<file path="src/rtl/rr_select_arbiter.sv">
// Round-robin arbiter sharing one 8-way select resource among 8 requesters.
// The grant is registered, held until release or timeout, and followed by one idle turnaround cycle.
module rr_select_arbiter #(
    parameter int MAX_HOLD = 16,
    parameter int HOLD_W   = (MAX_HOLD < 1) ? 1 : $clog2(MAX_HOLD + 1)
) (
    input  logic       i_clk,
    input  logic       i_rst,
    input  logic [7:0] i_req,
    input  logic       i_done,
    output logic       o_grant_valid,
    output logic [2:0] o_grant_addr,
    output logic [7:0] o_grant_onehot,
    output logic       o_timeout
);

    typedef enum logic {
        IDLE  = 1'b0,
        GRANT = 1'b1
    } state_t;

    localparam bit                HOLD_EN   = (MAX_HOLD > 0);
    localparam logic [HOLD_W-1:0] HOLD_LAST = HOLD_EN ? HOLD_W'(MAX_HOLD - 1) : '0;
    localparam logic [HOLD_W-1:0] HOLD_SAT  = '1;

    state_t            state;
    logic [2:0]        ptr;
    logic [HOLD_W-1:0] hold_cnt;

    logic              found;
    logic [2:0]        winner;
    logic [2:0]        idx;
    logic              owner_done;
    logic              owner_gone;
    logic              hold_expired;
    logic              release_now;

    // Search upward from the pointer; the 3-bit sum wraps 7 back to 0.
    always_comb begin
        // NOTE: every variable gets a value before the loop so no latch is inferred.
        found  = 1'b0;
        winner = ptr;
        idx    = '0;
        for (int i = 0; i < 8; i++) begin
            idx = ptr + 3'(i);
            if (!found && i_req[idx]) begin
                found  = 1'b1;
                winner = idx;
            end
        end
    end

    assign owner_done   = i_done;
    assign owner_gone   = !i_req[o_grant_addr];
    assign hold_expired = HOLD_EN && (hold_cnt == HOLD_LAST);
    assign release_now  = owner_done || owner_gone || hold_expired;

    always_ff @(posedge i_clk) begin
        if (i_rst) begin
            state          <= IDLE;
            ptr            <= 3'd0;
            hold_cnt       <= '0;
            o_grant_valid  <= 1'b0;
            o_grant_addr   <= 3'd0;
            o_grant_onehot <= 8'h00;
            o_timeout      <= 1'b0;
        end else begin
            // NOTE: non-blocking assignments make every register update from pre-edge values.
            o_timeout <= 1'b0;
            case (state)
                IDLE: begin
                    if (found) begin
                        state          <= GRANT;
                        o_grant_valid  <= 1'b1;
                        o_grant_addr   <= winner;
                        o_grant_onehot <= 8'd1 << winner;
                        hold_cnt       <= '0;
                        ptr            <= winner + 3'd1;
                    end
                end
                GRANT: begin
                    if (release_now) begin
                        state          <= IDLE;
                        o_grant_valid  <= 1'b0;
                        o_grant_onehot <= 8'h00;
                        hold_cnt       <= '0;
                        // A forced release only counts when the owner did not also let go.
                        o_timeout      <= hold_expired && !owner_done && !owner_gone;
                    end else if (hold_cnt != HOLD_SAT) begin
                        hold_cnt <= hold_cnt + 1'b1;
                    end
                end
            endcase
        end
    end

endmodule

</file>
<file path="config.mk">
export PLATFORM = sky130hd
export DESIGN_NAME = rr_select_arbiter
export DESIGN_NICKNAME = d
export VERILOG_FILES = /design/src/rtl/rr_select_arbiter.sv
export SDC_FILE = /design/constraint.sdc
export NUM_CORES = 1
export LEC_CHECK = 0
export BUFFER_PORTS_ARGS = -buffer_cell sky130_fd_sc_hd__buf_2
export CELL_PAD_IN_SITES_DETAIL_PLACEMENT = 1
export CELL_PAD_IN_SITES_GLOBAL_PLACEMENT = 1
export CORE_ASPECT_RATIO = 0.5
export CORE_MARGIN = 10
export CORE_UTILIZATION = 51
export CTS_BUF_LIST = sky130_fd_sc_hd__clkbuf_8
export DETAILED_ROUTE_END_ITERATION = 10
export PLACE_DENSITY = 0.94
export REMOVE_ABC_BUFFERS = 1
export SYNTH_ARGS = -nofsm -noshare
export SYNTH_HDL_FRONTEND = slang
export SYNTH_SLANG_ARGS = --single-unit
</file>
<file path="constraint.sdc">
create_clock -name i_clk -period 7.11 [get_ports i_clk]
set_input_delay 1.422 -clock i_clk [delete_from_list [all_inputs] [get_ports i_clk]]
set_output_delay 1.422 -clock i_clk [all_outputs]
set_load 0.02 [all_outputs]
</file>
=== Yosys cells after proc, flatten, opt, wreduce, memory -nomap -nowiden ===
Index checks and enable logic that the tools add are counted.
Widths: inputs -> output; s select.

* Add/sub/neg operators: 9
* Magnitude comparators: 9
* Equality and inequality tests: 5
* Shifts and indexed selects: 1
* Multiplexer cells: 46
* Bitwise operators: 2
* Reduce and logical (&&, ||, !) cells: 24

{| class="wikitable"
|+ Operator list
! cell !! number
|-
| $lt 3x4->1 const B || 9
|-
| $bmux 1 s3 || 9
|-
| $mux 1 || 21
|-
| $mux 3 || 7
|-
| $mux 8 || 2
|-
| $pmux 8 s2 || 1
|-
| $mux 5 || 3
|-
| $add 3x3->3 const B || 4
|-
| $pmux 5 s2 || 1
|-
| $logic_and 1x1->1 || 9
|-
| $logic_not 1->1 || 9
|-
| $shl 1x3->8 const A || 1
|-
| $add 3x1->3 const B || 2
|-
| $add 3x2->3 const B || 2
|-
| $reduce_and 2->1 || 3
|-
| $add 5x1->5 const B || 1
|-
| $eq 5x4->1 const B || 1
|-
| $ne 5x5->1 const B || 1
|-
| $pmux 1 s2 || 2
|-
| $ne 3x1->1 const B || 1
|-
| $reduce_or 3->1 || 1
|-
| $logic_or 1x1->1 || 2
|-
| $ne 2x1->1 const B || 1
|-
| $ne 2x2->1 const B || 1
|-
| $not 1->1 || 2
|}

* Register bits: 22
* Input port bits: 11
* Output and inout port bits: 13
* Word-level logic and storage cells: 103

=== Logic depth before layout (Yosys ltp) ===
* Depth in word-level cells: 27
* Gate-level depth with buffers: 15

=== Worst setup path before layout ===
OpenSTA, ideal clock, no wires.

* Path kind: in2reg
* Start: input i_req[6]
* End: register ptr[2]
* Library setup time: 128 ps
* Arrival time: 3809 ps
* Data required time: 6982 ps
* Setup slack: 3174 ps
* Cell stages on the path: 11
* Path through: mux4_2 mux2_4 o32ai_4 o2111a_4 and2_4 nand2_2 a32oi_4 inv_1 ha_1 mux2i_1 nor2_1

* Longest elaborated chain between the ends: 25
* Elaborated cells between the ends (all ways): 47
* Classes of those cells: 1 x add/sub; 31 x mux; 15 x reduce/logical

{| class="wikitable"
|+ Ends and longest elaborated chain
! item !! RTL line !! source
|-
| start, declared || 9 || <nowiki>input logic [7:0] i_req,</nowiki>
|-
| $bmux 1 s3 || 46 || <nowiki>if (!found && i_req[idx]) begin</nowiki>
|-
| $mux 1 (not written as such) || 46 ||
|-
| $mux 1 || 46 ||
|-
| $logic_not 1->1 || 46 ||
|-
| $logic_and 1x1->1 || 46 ||
|-
| $mux 1 || 46 ||
|-
| $logic_not 1->1 || 46 ||
|-
| $logic_and 1x1->1 || 46 ||
|-
| [9 not listed] || - ||
|-
| $mux 1 || 46 ||
|-
| $logic_not 1->1 || 46 ||
|-
| $logic_and 1x1->1 || 46 ||
|-
| $mux 1 || 46 ||
|-
| $logic_not 1->1 || 46 ||
|-
| $logic_and 1x1->1 || 46 ||
|-
| $mux 3 or $mux 1 (tied branches) || 46 ||
|-
| $add 3x1->3 or $reduce_and 2->1 (tied branches) || - ||
|-
| end signal, assigned || 78 || <nowiki>ptr <= winner + 3'd1;</nowiki>
|-
| end, declared || 27 || <nowiki>logic [2:0] ptr;</nowiki>
|}

Parallel ways exist; a longest one is shown, timed or not. The select of a mux whose other input is x is not followed.
A chain may end at the register's enable or synchronous reset.

=== Worst setup path in the final report ===
* Start: register ptr[1]
* End: register ptr[2]

* Longest elaborated chain between the ends: 25
* Elaborated cells between the ends (all ways): 54
* Classes of those cells: 8 x add/sub; 31 x mux; 15 x reduce/logical

{| class="wikitable"
|+ Ends and longest elaborated chain
! item
|-
| parallel branches: the longest is 25 deep, another holds $add 3x1->3
|}

Parallel ways; which one is timed is not known. The select of a mux whose other input is x is not followed.

==> impl_metrics.env <==
export IMPL_hold_viol_final=0
export IMPL_cts_tree="built"
export IMPL_period_share_pct=63.4
export IMPL_first_global_vias=1964
export IMPL_placementRows=16
export IMPL_worst_endpoint_arrival_ns=4.65
export IMPL_min_path_type="reg -> reg"
export IMPL_viasPerCell=6.63
export IMPL_rsz0062_at_grt="no"
export IMPL_yosys_warnings=0
export IMPL_powerDensity_mw_per_mm2=486
export IMPL_cts_setup_buffers=0
export IMPL_required_ns=7.26
export IMPL_yosysUniqueCellTypes=59
export IMPL_fin_tns_setup_ns=0
export IMPL_path_max_fanout=12
export IMPL_async_flop_share_pct=0
export IMPL_endpoint="ptr[2]$_SDFFE_PP0P_"
export IMPL_die_h_um=65.0
export IMPL_drv_cap=0
export IMPL_n_antenna_cell=0
export IMPL_yosysSeqAreaShare_pct=21.3
export IMPL_ir_drop_mv=0.187
export IMPL_synth_edff_count=0
export IMPL_wl_per_cell_um=23.6
export IMPL_grtUsageTotal_pct=18.5
export IMPL_syn_area_mm2=0.00207
export IMPL_cts_path_max_buffers=2
export IMPL_drv_slew=0
export IMPL_drive_gt1_share_pct=26.4
export IMPL_cts_sinks=22
export IMPL_num_fill_cells=459
export IMPL_status="finished, final reports clean"
export IMPL_worstSetupStartpoint="ptr[1]$_SDFFE_PP0P_"
export IMPL_dr_total_vias=1816
export IMPL_cts_hold_buffers_added=0
export IMPL_synth_area_leaders="dfxtp_1 21%, mux4_1 8.9%, mux4_2 7.6%"
export IMPL_numCtsBuffers=3
export IMPL_yosysTopAreaCell="dfxtp_1"
export IMPL_ioPinCount=24
export IMPL_ff2ff_setup_slack_ns=2.60
export IMPL_clk_latency_ns=0.28
export IMPL_drt_iter0_drc=92
export IMPL_drtAntennaViolNets=0
export IMPL_dp_hpwl_um=4630
export IMPL_r2r_end="ptr[2]$_SDFFE_PP0P_"
export IMPL_postRouteWirelength_um=6480
export IMPL_grt_max_degree=20
export IMPL_core_area_mm2=0.00390
export IMPL_setup_viol=0
export IMPL_regToRegStartpoint="ptr[1]$_SDFFE_PP0P_"
export IMPL_slew_headroom_pct=40.2
export IMPL_fin_util_pct=56.0
export IMPL_gr_total_overflow=0
export IMPL_grt_antenna_before_repair=0
export IMPL_synthFlopType="dfxtp_1"
export IMPL_nets=240
export IMPL_die_w_um=110
export IMPL_tightest_slew_ns=0.897
export IMPL_io_buffers=23
export IMPL_max_clock_freq_mhz=222
export IMPL_syn_avg_cell_area_um2=10.2
export IMPL_fin_skew_ns=0.0100
export IMPL_leakage_nw=0.907
export IMPL_die_area_mm2=0.00715
export IMPL_ys_ff_latch=22
export IMPL_synthToLayoutAreaGrowth_pct=5.81
export IMPL_start_util_pct=52.9
export IMPL_worstSetupEndpointType="flip-flop"
export IMPL_yosysTopAreaCellShare_pct=21.3
export IMPL_fin_crit_ns=4.51
export IMPL_start_kind="flip-flop"
export IMPL_postSynthCellCount=203
export IMPL_place_gp_congestion=0.845
export IMPL_worstSetupPathType="reg -> reg"
export IMPL_clk_pin_slew_ns=0.09
export IMPL_firstDrtPassIters=4
export IMPL_cts_resized=0
export IMPL_ff2ff_path_depth=13
export IMPL_post_route_drc_count=0
export IMPL_ctsHtreeMaxLevel=1
export IMPL_grt_pass1_wl_um=10600
export IMPL_cts_root_buffer="clkbuf_8"
critical path, stage by stage (launching register included):
cell and delay [ns]:
dfxtp_1 0.67, inv_1 0.26, ha_1 0.66, mux4_1 0.64
mux2_2 0.33, o32ai_4 0.24, o2111a_4 0.36, and2_4 0.18
nand2_2 0.07, a32oi_4 0.33, inv_1 0.09, ha_1 0.31
mux2i_1 0.16, nor2_1 0.07
sequential cells by signal (all words and copies together), names as in the netlist:
register        count
hold_cnt            5
o_grant_onehot      8
state               1
o_grant_addr        3
o_grant_valid       1
ptr                 3
o_timeout           1
Yosys cell counts, drive strengths merged, types with 3 or more instances:
| cell | number |
|---|---|
| a22oi | 3 |
| clkbuf | 6 |
| a22o | 3 |
| nand2 | 24 |
| dfxtp | 22 |
| a32o | 4 |
| nor2 | 14 |
| xnor2 | 4 |
| mux4 | 14 |
| nor2b | 3 |
| buf | 5 |
| mux2i | 11 |
| ha | 8 |
| a32oi | 4 |
| o21ai | 10 |
| inv | 13 |
| a21oi | 12 |
| nor3 | 4 |
cell families after synthesis:
logic type	Yosys count	synth area share, %
compound gates	53	22.3
xor+xnor	5	3.03
fa+ha+maj	8	4.84
buf+inv	24	9.20
flops	22	21.3
mux	27	23.1
simple gates	64	16.2
cell type report:
cell class / instances / area [um^2] / share of cell area (%)
inverter: 13 / 48.8 / 2.23
tap: 54 / 67.6 / 3.09
clock buffer: 3 / 41.3 / 1.89
clock inverter: 1 / 30.0 / 1.37
multi-input combinational: 157 / 1440 / 65.7
timing repair buffer: 24 / 123 / 5.61
sequential: 22 / 440 / 20.1
how the worst min path moves through the flow:
stage | startpoint | end | depth (start not counted)
floorplan | hold_cnt[3]$_SDFFE_PP0P_ | hold_cnt[3]$_SDFFE_PP0P_ | 2
global placement | o_grant_onehot[6]$_SDFFE_PP0P_ | o_grant_onehot[6]$_SDFFE_PP0P_ | 2
detailed placement | o_grant_valid$_SDFFE_PP0P_ | o_grant_valid$_SDFFE_PP0P_ | 2
CTS | o_grant_valid$_SDFFE_PP0P_ | o_grant_valid$_SDFFE_PP0P_ | 2
global route | o_grant_onehot[0]$_SDFFE_PP0P_ | o_grant_onehot[0]$_SDFFE_PP0P_ | 1
finish | o_grant_valid$_SDFFE_PP0P_ | o_grant_valid$_SDFFE_PP0P_ | 2
metal layers:
layer | up-vias | wire length, um | track usage (%)
met4 | 0 | 298 | 10.6
met3 | 30 | 277 | 2.27
met1 | 905 | 2670 | 21.8
li1 | 813 | - | -
met5 | - | 0 | 0
met2 | 68 | 3240 | 31.8
metrics by stage:
stage               cells  setup slack [ns]  total power [mW]  area [um^2]  hold WS, ns
global placement      270              2.89             0.856         2120        0.435
global route          274              2.43              1.12         2190        0.501
finish                274              2.60              1.06         2190        0.484
CTS                   274              2.68              1.05         2190        0.477
floorplan             192              3.14             0.728         1930        0.448
detailed placement    270              2.68             0.918         2120        0.459
power by group:
part	internal [mW]	leakage [nW]	total (mW)	switching, mW
registers	0.152	0.180	0.195	0.0427
logic	0.308	0.691	0.748	0.440
clock network	0.0754	0.0357	0.121	0.0456
layout by cell type (no fill, tap or decap), drive strengths merged, types with 2 or more instances in the layout:
| master | count |
|---|---|
| a211oi | 2 |
| a21oi | 12 |
| a22o | 3 |
| a22oi | 3 |
| a32o | 4 |
| a32oi | 4 |
| and2 | 2 |
| and3 | 2 |
| buf | 24 |
| clkbuf | 3 |
| dfxtp | 22 |
| ha | 8 |
| inv | 13 |
| mux2 | 2 |
| mux2i | 11 |
| mux4 | 14 |
| nand2 | 24 |
| nand2b | 2 |
| nand3 | 2 |
| nand3b | 2 |
| nor2 | 14 |
| nor2b | 3 |
| nor3 | 4 |
| o21ai | 10 |
| o221ai | 2 |
| or3 | 2 |
| xnor2 | 4 |
No activity file was read; power rests on OpenSTA's default activity.
